### src/rtl/mpu_alu_arbiter.sv
// mpu_alu_arbiter: round-robin front end that shares one combinational
// mpu_alu between NREQ requesters. It handles one operation at a time:
// accept (IDLE) -> ALU settles (EXEC) -> hold result until acked (RESP).
module mpu_alu_arbiter #(
  parameter int NREQ = 2
) (
  input  logic                 sys_clk,
  input  logic                 sys_rst_n,
  input  logic [NREQ-1:0]      req_valid,
  output logic [NREQ-1:0]      req_ready,
  input  logic [2*NREQ-1:0]    req_size,
  input  logic [4*NREQ-1:0]    req_op,
  input  logic [64*NREQ-1:0]   req_o0,
  input  logic [64*NREQ-1:0]   req_o1,
  input  logic [64*NREQ-1:0]   req_o2,
  output logic [NREQ-1:0]      rsp_valid,
  input  logic [NREQ-1:0]      rsp_ready,
  output logic [63:0]          rsp_res,
  output logic [7:0]           rsp_flags,
  output logic [1:0]           alu_size,
  output logic [3:0]           alu_op,
  output logic [63:0]          alu_o0,
  output logic [63:0]          alu_o1,
  output logic [63:0]          alu_o2,
  input  logic [63:0]          alu_res,
  input  logic [7:0]           alu_flags,
  output logic                 busy,
  output logic [31:0]          ops_done
);

  localparam int PTR_W = (NREQ > 1) ? $clog2(NREQ) : 1;

  typedef enum logic [1:0] {IDLE = 2'd0, EXEC = 2'd1, RESP = 2'd2} state_t;

  state_t           state;
  state_t           state_nxt;
  logic [PTR_W-1:0] ptr;
  logic [PTR_W-1:0] owner;
  logic [PTR_W-1:0] grant;
  logic             found;
  logic             accept;
  logic             done;

  // Round-robin search: first valid requester starting at ptr, wrapping.
  always_comb begin
    grant = '0;
    found = 1'b0;
    for (int k = 0; k < NREQ; k++) begin
      if (!found && req_valid[(int'(ptr) + k) % NREQ]) begin
        found = 1'b1;
        grant = PTR_W'((int'(ptr) + k) % NREQ);
      end
    end
  end

  assign accept = (state == IDLE) && found;
  assign done   = (state == RESP) && rsp_ready[owner];

  // State register.
  always_ff @(posedge sys_clk) begin
    if (!sys_rst_n) state <= IDLE;
    else            state <= state_nxt;
  end

  // Next-state logic: EXEC always lasts one cycle, RESP waits for the owner's ack.
  always_comb begin
    state_nxt = state;
    case (state)
      IDLE:    if (accept) state_nxt = EXEC;
      EXEC:    state_nxt = RESP;
      RESP:    if (done) state_nxt = IDLE;
      default: state_nxt = IDLE;
    endcase
  end

  // Output decode: ready only while idle, response valid one-hot on the owner.
  always_comb begin
    req_ready = '0;
    rsp_valid = '0;
    busy      = (state != IDLE);
    if (accept)         req_ready[grant] = 1'b1;
    if (state == RESP)  rsp_valid[owner] = 1'b1;
  end

  // Control registers: rotation pointer, owner and completion counter.
  always_ff @(posedge sys_clk) begin
    if (!sys_rst_n) begin
      ptr      <= '0;
      owner    <= '0;
      ops_done <= '0;
    end else begin
      if (accept) owner <= grant;
      if (done) begin
        ptr      <= (owner == PTR_W'(NREQ - 1)) ? '0 : owner + 1'b1;
        ops_done <= ops_done + 32'd1;
      end
    end
  end

  // Operand and result registers: load on accept, capture at the end of EXEC.
  always_ff @(posedge sys_clk) begin
    if (!sys_rst_n) begin
      alu_size  <= '0;
      alu_op    <= '0;
      alu_o0    <= '0;
      alu_o1    <= '0;
      alu_o2    <= '0;
      rsp_res   <= '0;
      rsp_flags <= '0;
    end else begin
      if (accept) begin
        alu_size <= req_size[int'(grant)*2 +: 2];
        alu_op   <= req_op[int'(grant)*4 +: 4];
        alu_o0   <= req_o0[int'(grant)*64 +: 64];
        alu_o1   <= req_o1[int'(grant)*64 +: 64];
        alu_o2   <= req_o2[int'(grant)*64 +: 64];
      end
      if (state == EXEC) begin
        rsp_res   <= alu_res;
        rsp_flags <= alu_flags;
      end
    end
  end

endmodule

### config.mk
export PLATFORM = sky130hd
export DESIGN_NAME = mpu_alu_arbiter
export DESIGN_NICKNAME = d
export VERILOG_FILES = /design/src/rtl/mpu_alu_arbiter.sv
export SDC_FILE = /design/constraint.sdc
export NUM_CORES = 1
export LEC_CHECK = 0
export CORE_AREA = 10 10 296 298
export DETAILED_ROUTE_END_ITERATION = 8
export DIE_AREA = 0 0 306 308
export MAX_ROUTING_LAYER = met4
export PLACE_DENSITY = 0.44
export SLEW_MARGIN = 0
export SYNTH_ARGS = -nofsm -noshare
export SYNTH_HDL_FRONTEND = slang
export SYNTH_SLANG_ARGS = --single-unit
### constraint.sdc
create_clock -name sys_clk -period 4 [get_ports sys_clk]
set_input_delay 0.8 -clock sys_clk [delete_from_list [all_inputs] [get_ports sys_clk]]
set_output_delay 0.8 -clock sys_clk [all_outputs]
set_load 0.02 [all_outputs]
==> reports/summary.json <==
{
  "status": {"value": "finished with violations"},
  "failed_checks": {"value": "DRC"},
  "timing_worst_setup_path_type": {"value": "reg -> out"},
  "worst_setup_hold_path_clk_slew": {"value": 60, "unit": "ps"},
  "critical_path.endpoint_type": {"value": "output pin"},
  "fillCellCount": {"value": 8673},
  "grt_antenna_before_repair": {"value": 17},
  "drt_drc_violations_left": {"value": 1},
  "hpwlAfterDp": {"value": 51.1, "unit": "mm"},
  "via_count_of_the_first_global_routing_pass": {"value": 13800},
  "detail_route.first_pass.iterations": {"value": 9},
  "placement.setup.worst_slack": {"value": 830, "unit": "ps"},
  "layout_min_cycle_time": {"value": 3220, "unit": "ps"},
  "initialDrtViolationCount": {"value": 1412},
  "clock-root-buffer": {"value": "sky130_fd_sc_hd__clkbuf_16"},
  "grt_start_max_net_pins": {"value": 144},
  "fp.dieW": {"value": 306, "unit": "µm"},
  "totalNegativeSetupSlack": {"value": 0, "unit": "ps"},
  "grt_remaining_overflow": {"value": 0},
  "min_from": {"value": "rsp_res[35]$_SDFFE_PN0N_"},
  "cts_hold_repair.buffers": {"value": 0},
  "synth_enable_flop_cells": {"value": 0},
  "tritoncts.num_buffers": {"value": 40},
  "routed_wl": {"value": 67.6, "unit": "mm"},
  "clock_tree.buffer_depth": {"value": 3},
  "setup_repair_after_global_routing_missed_its_margin": {"value": "false"},
  "avgRoutedWirePerCell": {"value": 22.3, "unit": "µm"},
  "sequential_element_share_of_the_synthesized_area": {"value": 54.6, "unit": "%"},
  "htree_num_levels": {"value": 2},
  "worstReg2RegStart": {"value": "ops_done[7]$_SDFFE_PN0P_"},
  "design.portCount": {"value": 781},
  "synth_top_cells_by_area": {"value": "sky130_fd_sc_hd__dfxtp_1, sky130_fd_sc_hd__a222oi_1, sky130_fd_sc_hd__nor2_1"},
  "worst_r2r_endpoint": {"value": "ops_done[23]$_SDFFE_PN0P_"},
  "worst-r2r-cell-count": {"value": 4},
  "dieArea": {"value": 94200, "unit": "µm²"},
  "synth_most_common_cell": {"value": "sky130_fd_sc_hd__dfxtp_1"},
  "final_net_count": {"value": 2398},
  "reg2reg_slack": {"value": 1530, "unit": "ps"},
  "worst_setup_path_start_kind": {"value": "flip-flop"},
  "fp.coreArea": {"value": 81600, "unit": "µm²"},
  "hold_ws": {"value": 452, "unit": "ps"},
  "final_max_slew_viol_count": {"value": 0},
  "power.ir.vdd_worst": {"value": 0.265, "unit": "mV"},
  "final_setup_margin": {"value": 782, "unit": "ps"},
  "timing.critical_path.required": {"value": 3200, "unit": "ps"},
  "synth.avg_cell_area": {"value": 9.33, "unit": "µm²"},
  "yosys_warnings": {"value": 0},
  "postSynthNetCount": {"value": 1678},
  "synthCells": {"value": 1203},
  "finClkSkew": {"value": 17.7, "unit": "ps"},
  "cp.arrival": {"value": 2420, "unit": "ps"},
  "via_count": {"value": 13200},
  "synth_flop_cell": {"value": "sky130_fd_sc_hd__dfxtp_1"},
  "ctsResizeCount": {"value": 0},
  "worst_slew_margin_rel": {"value": 23.6, "unit": "%"},
  "timing.fmax": {"value": 311, "unit": "MHz"},
  "netlist_area": {"value": 11200, "unit": "µm²"},
  "clkLatencyLatePin": {"value": 550, "unit": "ps"},
  "power.density_cell_area": {"value": 428, "unit": "nW/µm²"},
  "postSynth.asyncResetShare": {"value": 0, "unit": "%"},
  "hold_end": {"value": "rsp_res[35]$_SDFFE_PN0N_"},
  "layout_worst_path_cycle_share": {"value": 80.5, "unit": "%"},
  "final_antenna_net_count": {"value": 0},
  "final-hold-violation-count": {"value": 0},
  "cts_tree": {"value": "built"},
  "synthTopCellsByCount": {"value": "sky130_fd_sc_hd__dfxtp_1, sky130_fd_sc_hd__nor2_1, sky130_fd_sc_hd__a222oi_1"},
  "postCtsSetupBuffers": {"value": 0},
  "globalplace.congestion": {"value": 0.810},
  "gr-usage-all-layers": {"value": 13.7, "unit": "%"},
  "floorplan.initialDensity": {"value": 13.8, "unit": "%"},
  "yosys.area.top_type": {"value": "sky130_fd_sc_hd__dfxtp_1"},
  "netlist-cell-type-count": {"value": 37},
  "via_per_inst": {"value": 4.34},
  "syn2layout_area_growth": {"value": 91.8, "unit": "%"},
  "postSynthRegisterBits": {"value": 306},
  "setup_viol_count_final": {"value": 0},
  "worst_hold_path_type": {"value": "reg -> reg"},
  "grt_first_pass_wirelength": {"value": 95.0, "unit": "mm"},
  "worstPathMaxFanout": {"value": 15},
  "leakage": {"value": 0.00742, "unit": "µW"},
  "fp.dieH": {"value": 308, "unit": "µm"},
  "std_cell_rows": {"value": 105},
  "netlist.area_leader.share": {"value": 54.6, "unit": "%"},
  "placed_cells_incl_taps": {"value": 2951},
  "min_path_cells": {"value": 2},
  "drive_above_1_share": {"value": 4.62, "unit": "%"},
  "layout.cells.non_filler": {"value": 3033},
  "finalCoreUtilization": {"value": 26.4, "unit": "%"},
  "placement.io_buffers": {"value": 780},
  "tritoncts_num_sinks": {"value": 306},
  "maxCapViolations": {"value": 0},
  "worst-slew-pin-transition": {"value": 1150, "unit": "ps"}
}
## per-layer routing
metal / GRT usage [%] / part of all wire [%] / vias to the layer above
met3: 5.34 / 9.9 / 100
met5: - / 0 / -
met1: 14.0 / 37 / 6362
li1: - / - / 6027
met2: 23.7 / 51 / 675
met4: 4.83 / 2.9 / 0
## sequential cells by signal, summed over array words and instances (netlist names)
signal	count
alu_o0	64
alu_o1	64
alu_o2	64
rsp_res	64
ops_done	32
rsp_flags	8
alu_op	4
alu_size	2
state	2
owner	1
ptr	1
## stage by stage
stage	area (µm²)	total power (µW)
3_5_place_dp	20200	5610
5_1_grt	21500	9640
4_1_cts	21500	9410
3_3_place_gp	20200	5600
2_1_floorplan	11200	4360
6_report	21500	9220
## worst max path at each step
stage | start | endpoint | slack [ps] | cells after the start
floorplan | req_valid[0] | req_ready[1] | 1540 | 4
global placement | rsp_ready[0] | ops_done[22]$_SDFFE_PN0P_ | 830 | 5
detailed placement | rsp_ready[0] | ops_done[14]$_SDFFE_PN0P_ | 830 | 5
CTS | state[1]$_SDFFE_PN0P_ | req_ready[0] | 720 | 3
global route | state[1]$_SDFFE_PN0P_ | req_ready[0] | 670 | 3
finish | state[1]$_SDFFE_PN0P_ | req_ready[0] | 780 | 3
## critical path, stage by stage (launching register included)
cell and delay [ps]:
sky130_fd_sc_hd__dfxtp_1 370, sky130_fd_sc_hd__nor2_1 430, sky130_fd_sc_hd__and3_4 420, sky130_fd_sc_hd__clkdlybuf4s50_1 650
## cell families (layout without fill, tap and decap cells)
group,Yosys count,count (layout),share of synthesized area [%]
xor gates and xnor gates,9,9,0.703
muxes,6,6,0.546
AOI/OAI and AO/OA,312,312,23.1
buffers and inverters,129,876,4.40
and+or+nand+nor,440,440,16.6
other,0,13,0
DFF,306,306,54.6
adders and majority gates,1,1,0.111
## power breakdown
group	leakage, µW	switching (µW)	total [µW]	internal, µW
clock network	0.000642	1450	3680	2240
logic	0.00427	1040	2110	1070
registers	0.00251	139	3430	3290
## area by class of cell
| class | instances | area [µm²] | share of cell area [%] |
|---|---|---|---|
| Timing Repair Buffer | 801 | 8040 | 37.4 |
| Inverter | 6 | 30.0 | 0.140 |
| Antenna cell | 13 | 32.5 | 0.151 |
| Tap cell | 1070 | 1340 | 6.22 |
| Clock buffer | 60 | 1190 | 5.52 |
| Multi-Input combinational cell | 768 | 4630 | 21.5 |
| Sequential cell | 306 | 6130 | 28.5 |
| Clock inverter | 9 | 136 | 0.634 |
## placed cells by master (no fill, tap or decap), types with 3 or more instances in the layout
| cell type | n |
|---|---|
| sky130_fd_sc_hd__clkdlybuf4s50_1 | 780 |
| sky130_fd_sc_hd__dfxtp_1 | 306 |
| sky130_fd_sc_hd__nor2_1 | 214 |
| sky130_fd_sc_hd__a222oi_1 | 198 |
| sky130_fd_sc_hd__nand2_1 | 158 |
| sky130_fd_sc_hd__a21oi_1 | 93 |
| sky130_fd_sc_hd__clkbuf_16 | 41 |
| sky130_fd_sc_hd__buf_4 | 15 |
| sky130_fd_sc_hd__or4_1 | 14 |
| sky130_fd_sc_hd__diode_2 | 13 |
| sky130_fd_sc_hd__o31ai_1 | 13 |
| sky130_fd_sc_hd__nand4_1 | 11 |
| sky130_fd_sc_hd__clkbuf_1 | 10 |
| sky130_fd_sc_hd__clkbuf_8 | 9 |
| sky130_fd_sc_hd__or3_1 | 7 |
| sky130_fd_sc_hd__nand3_1 | 7 |
| sky130_fd_sc_hd__xnor2_1 | 7 |
| sky130_fd_sc_hd__nand2b_1 | 6 |
| sky130_fd_sc_hd__buf_12 | 6 |
| sky130_fd_sc_hd__mux2i_1 | 5 |
| sky130_fd_sc_hd__inv_1 | 5 |
| sky130_fd_sc_hd__nor4_1 | 4 |
| sky130_fd_sc_hd__o21ai_0 | 4 |
| sky130_fd_sc_hd__inv_6 | 3 |
| sky130_fd_sc_hd__bufinv_16 | 3 |
(Power assumes the default switching activity.)
